`config.mk`:
```
export PLATFORM = sky130hd
export DESIGN_NAME = uart_rx_fifo
export DESIGN_NICKNAME = d
export VERILOG_FILES = /design/src/rtl/uart_rx_fifo.sv
export SDC_FILE = /design/constraint.sdc
export NUM_CORES = 1
export LEC_CHECK = 0
export ABC_AREA = 1
export BUFFER_PORTS_ARGS = -buffer_cell sky130_fd_sc_hd__buf_2
export CAP_MARGIN = 30
export CORE_ASPECT_RATIO = 0.9
export CORE_MARGIN = 2
export CORE_UTILIZATION = 40
export CTS_CLUSTER_SIZE = 30
export DETAILED_ROUTE_END_ITERATION = 10
export HOLD_SLACK_MARGIN = 0.02
export PLACE_DENSITY = 0.55
export SYNTH_ARGS = -nofsm -noshare
export SYNTH_HDL_FRONTEND = slang
export SYNTH_SLANG_ARGS = --single-unit
```
`constraint.sdc`:
```
create_clock -name clk -period 3.3 [get_ports clk]
set_input_delay 0.165 -clock clk [delete_from_list [all_inputs] [get_ports clk]]
set_output_delay 0.165 -clock clk [all_outputs]
set_load 0.02 [all_outputs]
```
`src/rtl/uart_rx_fifo.sv`:
```
// Receive-side circular FIFO between the UART receiver and the register block.
// Show-ahead read port, level status, level interrupt and sticky overrun flag.
module uart_rx_fifo #(
  parameter int unsigned DEPTH     = 16,
  parameter int unsigned THRESHOLD = 8
) (
  input  logic                     clk,
  input  logic                     rst_n,
  input  logic                     rx_data_valid,
  input  logic [7:0]               rx_data,
  input  logic                     rx_error,
  input  logic                     rd_en,
  input  logic                     flush,
  input  logic                     clear_overrun,
  output logic [7:0]               rd_data,
  output logic                     rd_frame_err,
  output logic                     empty,
  output logic                     full,
  output logic [$clog2(DEPTH):0]   count,
  output logic                     level_irq,
  output logic                     overrun
);

  localparam int unsigned AW = $clog2(DEPTH);
  localparam int unsigned CW = AW + 1;
  localparam int unsigned EW = 9;

  logic [EW-1:0] mem [DEPTH];
  logic [AW-1:0] wptr;
  logic [AW-1:0] rptr;
  logic [CW-1:0] count_nxt;
  logic [EW-1:0] head;
  logic          push_ok;
  logic          pop_ok;
  logic          ovr_set;

  // Status decodes of the registered count
  assign empty     = (count == '0);
  assign full      = (count == CW'(DEPTH));
  assign level_irq = (count >= CW'(THRESHOLD));

  // Flush wins over both sides; a pop frees room for a push when full
  assign pop_ok  = rd_en & ~empty & ~flush;
  assign push_ok = rx_data_valid & ~flush & (~full | pop_ok);
  assign ovr_set = rx_data_valid & full & ~pop_ok & ~flush;

  // Show-ahead head entry, forced to zero while empty
  assign head         = mem[rptr];
  assign rd_data      = empty ? 8'h00 : head[7:0];
  assign rd_frame_err = empty ? 1'b0  : head[8];

  always_comb begin
    count_nxt = count;
    if (push_ok && !pop_ok) begin
      count_nxt = count + CW'(1);
    end else if (!push_ok && pop_ok) begin
      count_nxt = count - CW'(1);
    end
  end

  // Storage array carries no reset
  always_ff @(posedge clk) begin
    if (push_ok) begin
      mem[wptr] <= {rx_error, rx_data};
    end
  end

  always_ff @(posedge clk) begin
    if (!rst_n) begin
      wptr    <= '0;
      rptr    <= '0;
      count   <= '0;
      overrun <= 1'b0;
    end else begin
      if (flush) begin
        wptr  <= '0;
        rptr  <= '0;
        count <= '0;
      end else begin
        if (push_ok) wptr <= wptr + AW'(1);
        if (pop_ok)  rptr <= rptr + AW'(1);
        count <= count_nxt;
      end
      // A drop in the same cycle as a clear leaves the flag set
      if (ovr_set) begin
        overrun <= 1'b1;
      end else if (clear_overrun) begin
        overrun <= 1'b0;
      end
    end
  end

endmodule

```
==> flow_summary.ini, run 1 <==
[route]
top_layer_used = met4
dr.pass1.iters = 4
drtAntennaViolNets = 0
drtIter0Drc = 414
drt-vias-per-instance = 5.25
dr_wl_met3_mm = 1.01
routed_wl_mm = 16.5
wl_met1_mm = 7.70
vias = 4704
drcViolationCount = 0
dr_wl_met2_mm = 7.49
drt-wirelength-per-cell_um = 18.4

[global_routing]
grt_pass1_wl_mm = 25.2
antenna_found_initial = 0
first_global_vias = 4470
overflow = 0
grt_max_degree = 73
grt.total_usage_pct = 19.0

[die]
die-area_um2 = 18200
die-height_um = 128
num_rows = 45
initial_core_util_pct = 40.8
ios = 33
die_x_um = 142
core_region_area_um2 = 16800

[clock_tree]
cts.clk_slew.worst_paths_ns = 0.06
cts_root_buffer = clkbuf_16
cts_htree_levels = 4
insertion_delay_ns = 0.42
cts_buffers = 17
cts_setup_buffers = 0
clockBufferDepth = 2
cts_tree = built
cts_sinks = 162

[logic_synthesis]
syn_area_per_cell_um2 = 11.0
synth_cells = 626
yosysTopAreaCell = edfxtp_1
yosysWarningCount = 0
async_flop_share_pct = 0
ys_types = 22
synth-seq-cells = 162
synth_nets = 651
synth_ff_type = edfxtp_1
synth_top_area_share_pct = 63.0
synth-seq-area-share_pct = 68.2
synthesis.area_um2 = 6870
synthTopCellsByArea = edfxtp_1 (63%), nand2_1 (12%), nand3_1 (8.3%)
synth-edff-count = 144

[setup_path]
cpMostUsedCell = nand2_1
cp_data_required_time_ns = 3.13
cp-end-kind = primary output
slowest_stage = dfxtp_2
criticalPathCategory = reg2out
start_kind = flop
reg2reg_depth = 15
slowest_delay_ns = 0.50
path_cells = buf_4 > inv_8 > nand2_1 > nand3_1 > nand3_1 > nand2_1 > nand2_1 > a21oi_1 > buf_2
cp_max_fo = 72
worstPathArrival_ns = 2.60

[timing]
fin_crit_sh_pct = 83.7
final.setup.tns_ns = 0
setup_ws_ns = 0.538
tightest_slew_ns = 0.881
hold_viol = 0
period_minus_slack_ns = 2.76
setup_viol = 0
drv_slew = 0
slew_headroom_pct = 40.8
fin_skew_ns = 0.00567
whs_ns = 0.120
max_freq_mhz = 362
rsz0062_at_grt = no

[outcome]
outcome = completed

[run]
max-cap-violations = 0

[power]
ir_worst_vdd_uv = 359
p_per_area_nw_per_um2 = 565
leakagePower_nw = 2.97

[placement]
post-place-ws_ns = 0.884
dp_cells = 861
hpwl_mm = 10.2
io_buffers = 32
gp_congestion = 0.856

[hold_path]
worstHoldPathType = in2reg
hold_depth = 4

[layout]
nFillCells = 1567
layout-drive-gt1-share_pct = 12.3
final-instance-count-excl-fill = 896
area_delta_synth_final_pct = 13.6
fin_nets = 696
-- synthesized netlist by cell type (2+ instances only) --
cell type,n
edfxtp_1,144
nand2_1,212
buf_4,14
buf_2,5
buf_6,7
nand3_1,114
inv_2,2
inv_1,26
nor2_1,21
xor2_1,5
ha_1,9
o21ai_0,7
dfxtp_1,18
a21oi_1,20
nor3_1,12
clkbuf_1,2
clkinv_1,3
-- path summary, 6_finish.rpt --
check,from,endpoint,slack (ns)
worst max register to register,count[0]$_SDFFE_PP0P_,count[3]$_SDFFE_PP0P_,0.84
worst min-delay path,flush,wptr[1]$_SDFFE_PP0P_,0.12
worst min register to register,rptr[2]$_SDFFE_PP0N_,flop,0.48
worst max-delay path,flop,rd_data[7],0.54
-- flip-flops by register name (all words and copies together) (netlist names), named ones only --
signal   count
wptr         4
overrun      1
rptr         4
mem        144
count        5
-- report_power, final --
part | internal, mW | total [mW] | switching (mW)
clock network | 1.11 | 1.88 | 0.766
registers | 2.24 | 2.26 | 0.0121
logic | 0.0763 | 0.278 | 0.201
-- cell type report --
class | instances | area, um^2 | area share, %
antenna | 1 | 2.50 | 0.0321
clock buffer | 23 | 448 | 5.74
clock inverter | 9 | 108 | 1.38
inverter | 32 | 128 | 1.64
multi-input combinational | 404 | 1840 | 23.6
sequential | 162 | 4690 | 60.0
tap | 211 | 264 | 3.38
timing repair buffer | 54 | 330 | 4.23
-- worst max-delay path: cells and delay by family (launching register included) --
| kind | cells | cell delay [ns] |
|---|---|---|
| flip-flops | 1 | 0.50 |
| AND/OR/NAND/NOR | 5 | 0.46 |
| buffers and inverters | 3 | 0.85 |
| AO/OA/AOI/OAI | 1 | 0.30 |
-- cell usage in the layout, fill, tap and decap left out, types with 2 or more instances in the layout --
master           n
clkinv_1         3
clkinvlp_4       2
buf_2           32
edfxtp_1       144
inv_2            2
a21oi_1         20
nand3_1        114
nor2_1          21
nor3_1          12
ha_1             9
inv_1           26
nand2_1        212
buf_4           20
clkbuf_1         6
dlygate4sd3_1    2
dfxtp_1         17
o21ai_0          7
xor2_1           5
bufinv_16        2
clkbuf_16       17
clkinv_2         2
-- cells by family (layout without fill, tap and decap cells) --
kind of cell | count (synthesis) | after routing | synth area share (%)
AO/OA/AOI/OAI | 27 | 27 | 1.97
XOR/XNOR | 6 | 6 | 0.765
adder cells (fa/ha/maj) | 10 | 10 | 1.93
buffers and inverters | 60 | 118 | 5.01
flip-flops | 162 | 162 | 68.2
other | 0 | 1 | 0
AND/OR/NAND/NOR | 361 | 361 | 22.1
-- routing by layer --
layer  up-vias  track usage, %
met5         -               0
met4         0            6.41
met3        21            4.11
met2       155            29.0
met1      2292            27.0
li1       2236               -
-- what timing repair did --
action	4_1_cts	5_1_grt
resized for setup	0	0
hold buffers	2	0
hold endpoints to repair	1	0
-- metrics by stage --
| step | utilization (%) | total power, mW | area [um^2] |
|---|---|---|---|
| final | 46.4 | 4.41 | 7800 |
| after global routing | 46.3 | 4.55 | 7800 |
| after CTS | 46.3 | 4.45 | 7800 |
| after detailed placement | 42.9 | 2.58 | 7230 |
| after global placement | 42.9 | 2.57 | 7230 |
| after floorplan | - | 2.47 | 6870 |
No activity file was read; power rests on OpenSTA's default activity.
==> inputs of run 2 (changes only) <==
- ABC_AREA: 1 -> 0
- PLACE_DENSITY: 0.55 -> 0.57
- clock period: 3.3 -> 2.3 ns (I/O delays scaled with it)
==> run 2 against run 1 <==
Via count decreased by 28%; global-route usage decreased by 3.5 points; clock power increased by 44%; synthesized area decreased by 3.9%; register-to-register slack got worse by 0.83 ns; cell area is 2.9% higher; worst hold slack lost 0.046 ns; largest power group unchanged.
==> flow_summary.ini, run 2 <==
[setup_path]
slowest_stage = or4_4
slowest_delay_ns = 0.55
cp_max_fo = 5
cp-end-kind = flop
crit_path_end = count[4]$_SDFFE_PP0P_
reg2reg_depth = 9
path_buf_inv = 1
regToRegEndpoint = count[4]$_SDFFE_PP0P_
start_kind = flop
cp_data_required_time_ns = 2.67
path_cells = or4_4 > o21ai_4 > ha_4 > inv_6 > ha_4 > a21oi_2 > a211o_1 > a211oi_2 > a31o_2
startpoint = count[2]$_SDFFE_PP0P_
cp_num_cells = 9
path_delay_family = compound AO/OA/AOI/OAI gates
worstPathArrival_ns = 2.65
r2r-start = count[2]$_SDFFE_PP0P_
r2r_slack_ns = 0.01
criticalPathCategory = reg2reg
cpMostUsedCell = ha_4

[power]
p_total_mw = 6.33
ir_worst_vdd_uv = 595
leakagePower_nw = 2.68
p_per_area_nw_per_um2 = 788

[clock_tree]
cts_buffers = 17
cts_tree = built
cts_htree_levels = 4
cts_sinks = 162
clockBufferDepth = 2
insertion_delay_ns = 0.42
cts.clk_slew.worst_paths_ns = 0.06
cts_root_buffer = clkbuf_16

[hold_path]
worstHoldPathType = in2reg
min_from = rx_data[6]

[run]
max-cap-violations = 0

[logic_synthesis]
ys_top_cells_by_count = edfxtp_1 (144), nor2_1 (29), mux4_2 (27)
synth_fa_ha_area_share_pct = 2.01
yosysWarningCount = 0
synth_ff_type = edfxtp_1
synth-seq-area-share_pct = 71.0
yosysTopAreaCell = edfxtp_1
syn_area_per_cell_um2 = 18.8
synthTopCellsByArea = edfxtp_1 (66%), mux4_2 (9.2%), dfxtp_1 (5.5%)
synth_nets = 377
async_flop_share_pct = 0
ys_types = 42
synth-edff-count = 144
synth_top_family_by_area = multiplexers
synth-seq-cells = 162
yosys.area_share.simple_pct = 4.64
synth_most_common_cell = edfxtp_1
synthXorXnorAreaFrac_pct = 0.929
synth_top_area_share_pct = 65.5
synthMuxAreaShare_pct = 14.9
synthesis.area_um2 = 6600
synth_cells = 352
synth_compound_area_share_pct = 3.77

[die]
core_region_area_um2 = 16100
ios = 33
die-area_um2 = 17500
initial_core_util_pct = 40.9
num_rows = 44
die-height_um = 126
die_x_um = 139

[global_routing]
grt_pass1_wl_mm = 20.1
first_global_vias = 3544
grt_max_degree = 37
grt.total_usage_pct = 15.4
antenna_found_initial = 0
overflow = 0

[route]
drt-vias-per-instance = 5.19
routed_wl_mm = 12.7
dr.pass1.iters = 4
drtAntennaViolNets = 0
drcViolationCount = 0
vias = 3371
drt-wirelength-per-cell_um = 19.5
drtIter0Drc = 241

[timing]
setup_ws_ns = 0.0139
hold_viol = 0
fin_crit_sh_pct = 99.4
fin_skew_ns = 0.00604
rsz0062_at_grt = yes
period_minus_slack_ns = 2.29
slew_headroom_pct = 49.7
max_freq_mhz = 437
setup_viol = 0
tightest_slew_ns = 0.754
drv_slew = 0
whs_ns = 0.0744

[placement]
gp_congestion = 0.739
post-place-ws_ns = -0.0492
hpwl_mm = 8.16
io_buffers = 32
dp_cells = 606

[layout]
final_cell_mix = edfxtp_1 (144), buf_4 (38), buf_2 (31), nor2_1 (29), mux4_2 (28)
final-instance-count-excl-fill = 649
layout-drive-gt1-share_pct = 38.2
largest_reg_flops = 144
area_delta_synth_final_pct = 21.6
reg_top3 = mem: 144 flops, count: 5 flops
utilization_pct = 49.8
n_antenna_cell = 0
largest-register = mem
fin_nets = 454
final_common_cell = edfxtp_1

[outcome]
outcome = completed
-- run 2: worst reg2reg max path: stages, from the launching register on --
cell and delay (ns):
dfxtp_2 0.32, or4_4 0.55, o21ai_4 0.16, ha_4 0.18
inv_6 0.05, ha_4 0.28, a21oi_2 0.06, a211o_1 0.32
a211oi_2 0.18, a31o_2 0.13
-- run 2: cells by family after synthesis --
kind of cell / Yosys count
flip-flops: 162
AND/OR/NAND/NOR: 64
multiplexers: 50
AO/OA/AOI/OAI: 32
buffers and inverters: 27
adder cells (fa/ha/maj): 10
XOR/XNOR: 7
-- run 2: worst min path at each step --
stage / cells after the start / endpoint / slack, ns
after global placement: 2 / overrun$_SDFFE_PN0P_ / 0.33
final: 1 / mem[11][6]$_DFFE_PP_ / 0.07
after global routing: 1 / mem[3][4]$_DFFE_PP_ / 0.07
after CTS: 1 / mem[9][6]$_DFFE_PP_ / 0.07
after floorplan: 0 / mem[0][0]$_DFFE_PP_ / 0.21
after detailed placement: 2 / overrun$_SDFFE_PN0P_ / 0.34
-- run 2: routing by layer --
metal	track usage, %	routed length (um)	share of wire (%)
met2	26.0	6450	51
met4	4.81	165	1.3
met1	19.7	5510	44
met5	0	0	0
met3	3.99	539	4.3
-- run 2: timing repair --
| action | 4_1_cts | 5_1_grt |
|---|---|---|
| cloned | 0 | 1 |
| buffers inserted | 1 | 7 |
| pin swaps | 4 | 6 |
| hold buffers | 2 | 0 |
| resized for setup | 7 | 26 |
| endpoints found under the hold margin | 1 | 0 |
| endpoints found under the setup margin | 11 | 11 |
-- run 2: area by class of cell --
| type | instances | area [um^2] |
|---|---|---|
| tap | 207 | 259 |
| inverter | 7 | 31.3 |
| sequential | 162 | 4700 |
| clock inverter | 14 | 138 |
| fill | 1336 | 8100 |
| clock buffer | 18 | 429 |
| multi-input combinational | 163 | 1880 |
| timing repair buffer | 78 | 587 |
-- run 2: where the power goes --
part	internal (mW)	switching, mW	leakage, nW
clock	1.59	1.10	0.277
combinational	0.166	0.238	0.958
sequential	3.21	0.0127	1.45
-- run 2: through the flow --
| stage | setup TNS (ns) | area [um^2] |
|---|---|---|
| after detailed placement | -0.0865 | 7210 |
| after global placement | -0.0244 | 7210 |
| after CTS | -0.123 | 7830 |
| after global routing | -0.206 | 8030 |
| final | 0 | 8030 |
| after floorplan | -0.277 | 6670 |
==> inputs of run 3 (changes only) <==
- REMOVE_ABC_BUFFERS: unset -> 1
==> run 3 against run 2 <==
Clock skew hardly changed; critical path type unchanged; critical endpoint unchanged; routed wire length is 9.4% higher; highest routed layer unchanged; cell area is 2.3% higher; combinational power is 4% higher; core utilization is 1.1 points higher.
==> flow_summary.ini, run 3 (synthesized netlist as in run 2, its figures left out) <==
[die]
num_rows = 44
ios = 33
core_region_area_um2 = 16100
initial_core_util_pct = 40.9
die-area_um2 = 17500
die-height_um = 126
die_x_um = 139

[setup_path]
slowest_stage = or4_4
path_buf_inv = 1
path_cells = or4_4 > o21ai_4 > ha_4 > inv_4 > ha_4 > a21oi_1 > a211o_1 > a211oi_2 > a31o_2
cp_max_fo = 5
start_kind = flop
cpMostUsedCell = ha_4
cp_data_required_time_ns = 2.67
worstPathArrival_ns = 2.64
path_delay_family = compound AO/OA/AOI/OAI gates
r2r_slack_ns = 0.02
criticalPathCategory = reg2reg
slowest_delay_ns = 0.55
cp-end-kind = flop

[global_routing]
grt.total_usage_pct = 16.6
grtUsageMet2_pct = 25.5
antenna_found_initial = 0
grt_pass1_wl_mm = 21.4
grt_use_met1_pct = 23.1
gr-max-usage-layer = met2
grtUsageMet3_pct = 4.37
overflow = 0
first_global_vias = 3659
grt_max_degree = 22

[placement]
hpwl_mm = 8.80
dp_cells = 618
io_buffers = 32
gp_congestion = 0.828

[layout]
final_common_cell = edfxtp_1
layout-drive-gt1-share_pct = 42.7
final_cell_mix = edfxtp_1 (144), buf_4 (61), mux4_2 (34), nor2_1 (28), buf_2 (27)
utilization_pct = 50.9
n_antenna_cell = 0
reg_top3 = mem: 144 flops, count: 5 flops
area_delta_synth_final_pct = 24.3
fin_nets = 474
final-instance-count-excl-fill = 668
nFillCells = 1328
largest_reg_flops = 144
largest-register = mem

[clock_tree]
cts_htree_levels = 4
cts_buffers = 17
cts_tree = built
cts_root_buffer = clkbuf_16
clockBufferDepth = 2
insertion_delay_ns = 0.42
cts_sinks = 162
cts.clk_slew.worst_paths_ns = 0.06

[timing]
whs_ns = 0.0704
fin_crit_sh_pct = 98.9
fin_skew_ns = 0.00556
max_freq_mhz = 439
final.setup.tns_ns = 0
period_minus_slack_ns = 2.28
slew_headroom_pct = 59.1
tightest_slew_ns = 0.611
drv_slew = 0
setup_viol = 0
hold_viol = 0
rsz0062_at_grt = yes

[route]
routed_wl_mm = 13.9
dr.pass1.iters = 4
drt-wirelength-per-cell_um = 20.7
vias = 3522
drtIter0Drc = 219
drtAntennaViolNets = 0
drcViolationCount = 0
drt-vias-per-instance = 5.27

[hold_path]
worstHoldPathType = in2reg

[power]
leakagePower_nw = 2.78
ir_worst_vdd_uv = 579
p_total_mw = 6.57
p_per_area_nw_per_um2 = 801

[run]
max-cap-violations = 0

[outcome]
outcome = completed
-- run 3: cell count changes in the layout (fill, tap and decap cells not counted), moves of 2 or more --
cell / before / now
mux4_2: 28 / 34
buf_4: 38 / 61
inv_6: 4 / 2
a211oi_1: 8 / 5
clkinv_1: 3 / 1
mux4_1: 8 / 2
a211oi_2: 11 / 14
clkinvlp_4: 1 / 4
bufinv_16: 2 / 4
buf_2: 31 / 27
clkinv_4: 2 / 0
-- run 3: through the flow --
stage | worst slack (ns) | cell area [um^2]
after floorplan | -0.323 | 6450
after global placement | -0.111 | 7240
after detailed placement | -0.140 | 7260
after CTS | -0.0447 | 8090
after global routing | -0.0320 | 8210
final | 0.0247 | 8210
-- run 3: final cells by class --
| cell class | count | area [um^2] | area share [%] |
|---|---|---|---|
| clock buffer | 17 | 425 | 5.18 |
| clock inverter | 14 | 186 | 2.27 |
| inverter | 7 | 28.8 | 0.351 |
| multi-input combinational | 163 | 1850 | 22.6 |
| sequential | 162 | 4700 | 57.2 |
| tap | 207 | 259 | 3.16 |
| timing repair buffer | 98 | 756 | 9.21 |
-- run 3: worst reg2reg max path, cell delays in order (launching register included) --
cell      delay [ns]
dfxtp_2         0.33
or4_4           0.55
o21ai_4         0.16
ha_4            0.16
inv_4           0.06
ha_4            0.27
a21oi_1         0.07
a211o_1         0.32
a211oi_2        0.18
a31o_2          0.12
-- run 3: per-layer routing --
metal | vias up | share of wire [%]
met3 | 18 | 4.8
met1 | 1828 | 46
met5 | - | 0
li1 | 1598 | -
met4 | 0 | 1.6
met2 | 78 | 47
-- run 3: power by group --
group,switching (mW),leakage (nW),total [mW],internal [mW]
Clock,1.13,0.289,2.93,1.80
Sequential,0.0111,1.45,3.22,3.21
Combinational,0.242,1.05,0.420,0.178
-- run 3: path summary, 6_finish.rpt --
kind / from / end / cells past startpoint
worst min register to register: rptr[3]$_SDFFE_PP0N_ / flop / 2
worst max register to register: count[0]$_SDFFE_PP0P_ / count[4]$_SDFFE_PP0P_ / 9
worst min-delay path: rx_data[5] / mem[12][5]$_DFFE_PP_ / 1
worst max-delay path: count[0]$_SDFFE_PP0P_ / count[4]$_SDFFE_PP0P_ / 9
-- run 3: repair_timing --
action,CTS,global route
pin swaps,1,11
resized for setup,21,31
endpoints found under the hold margin,1,0
buffers inserted,10,5
endpoints found under the setup margin,12,21
cloned,1,1
hold buffers,2,0
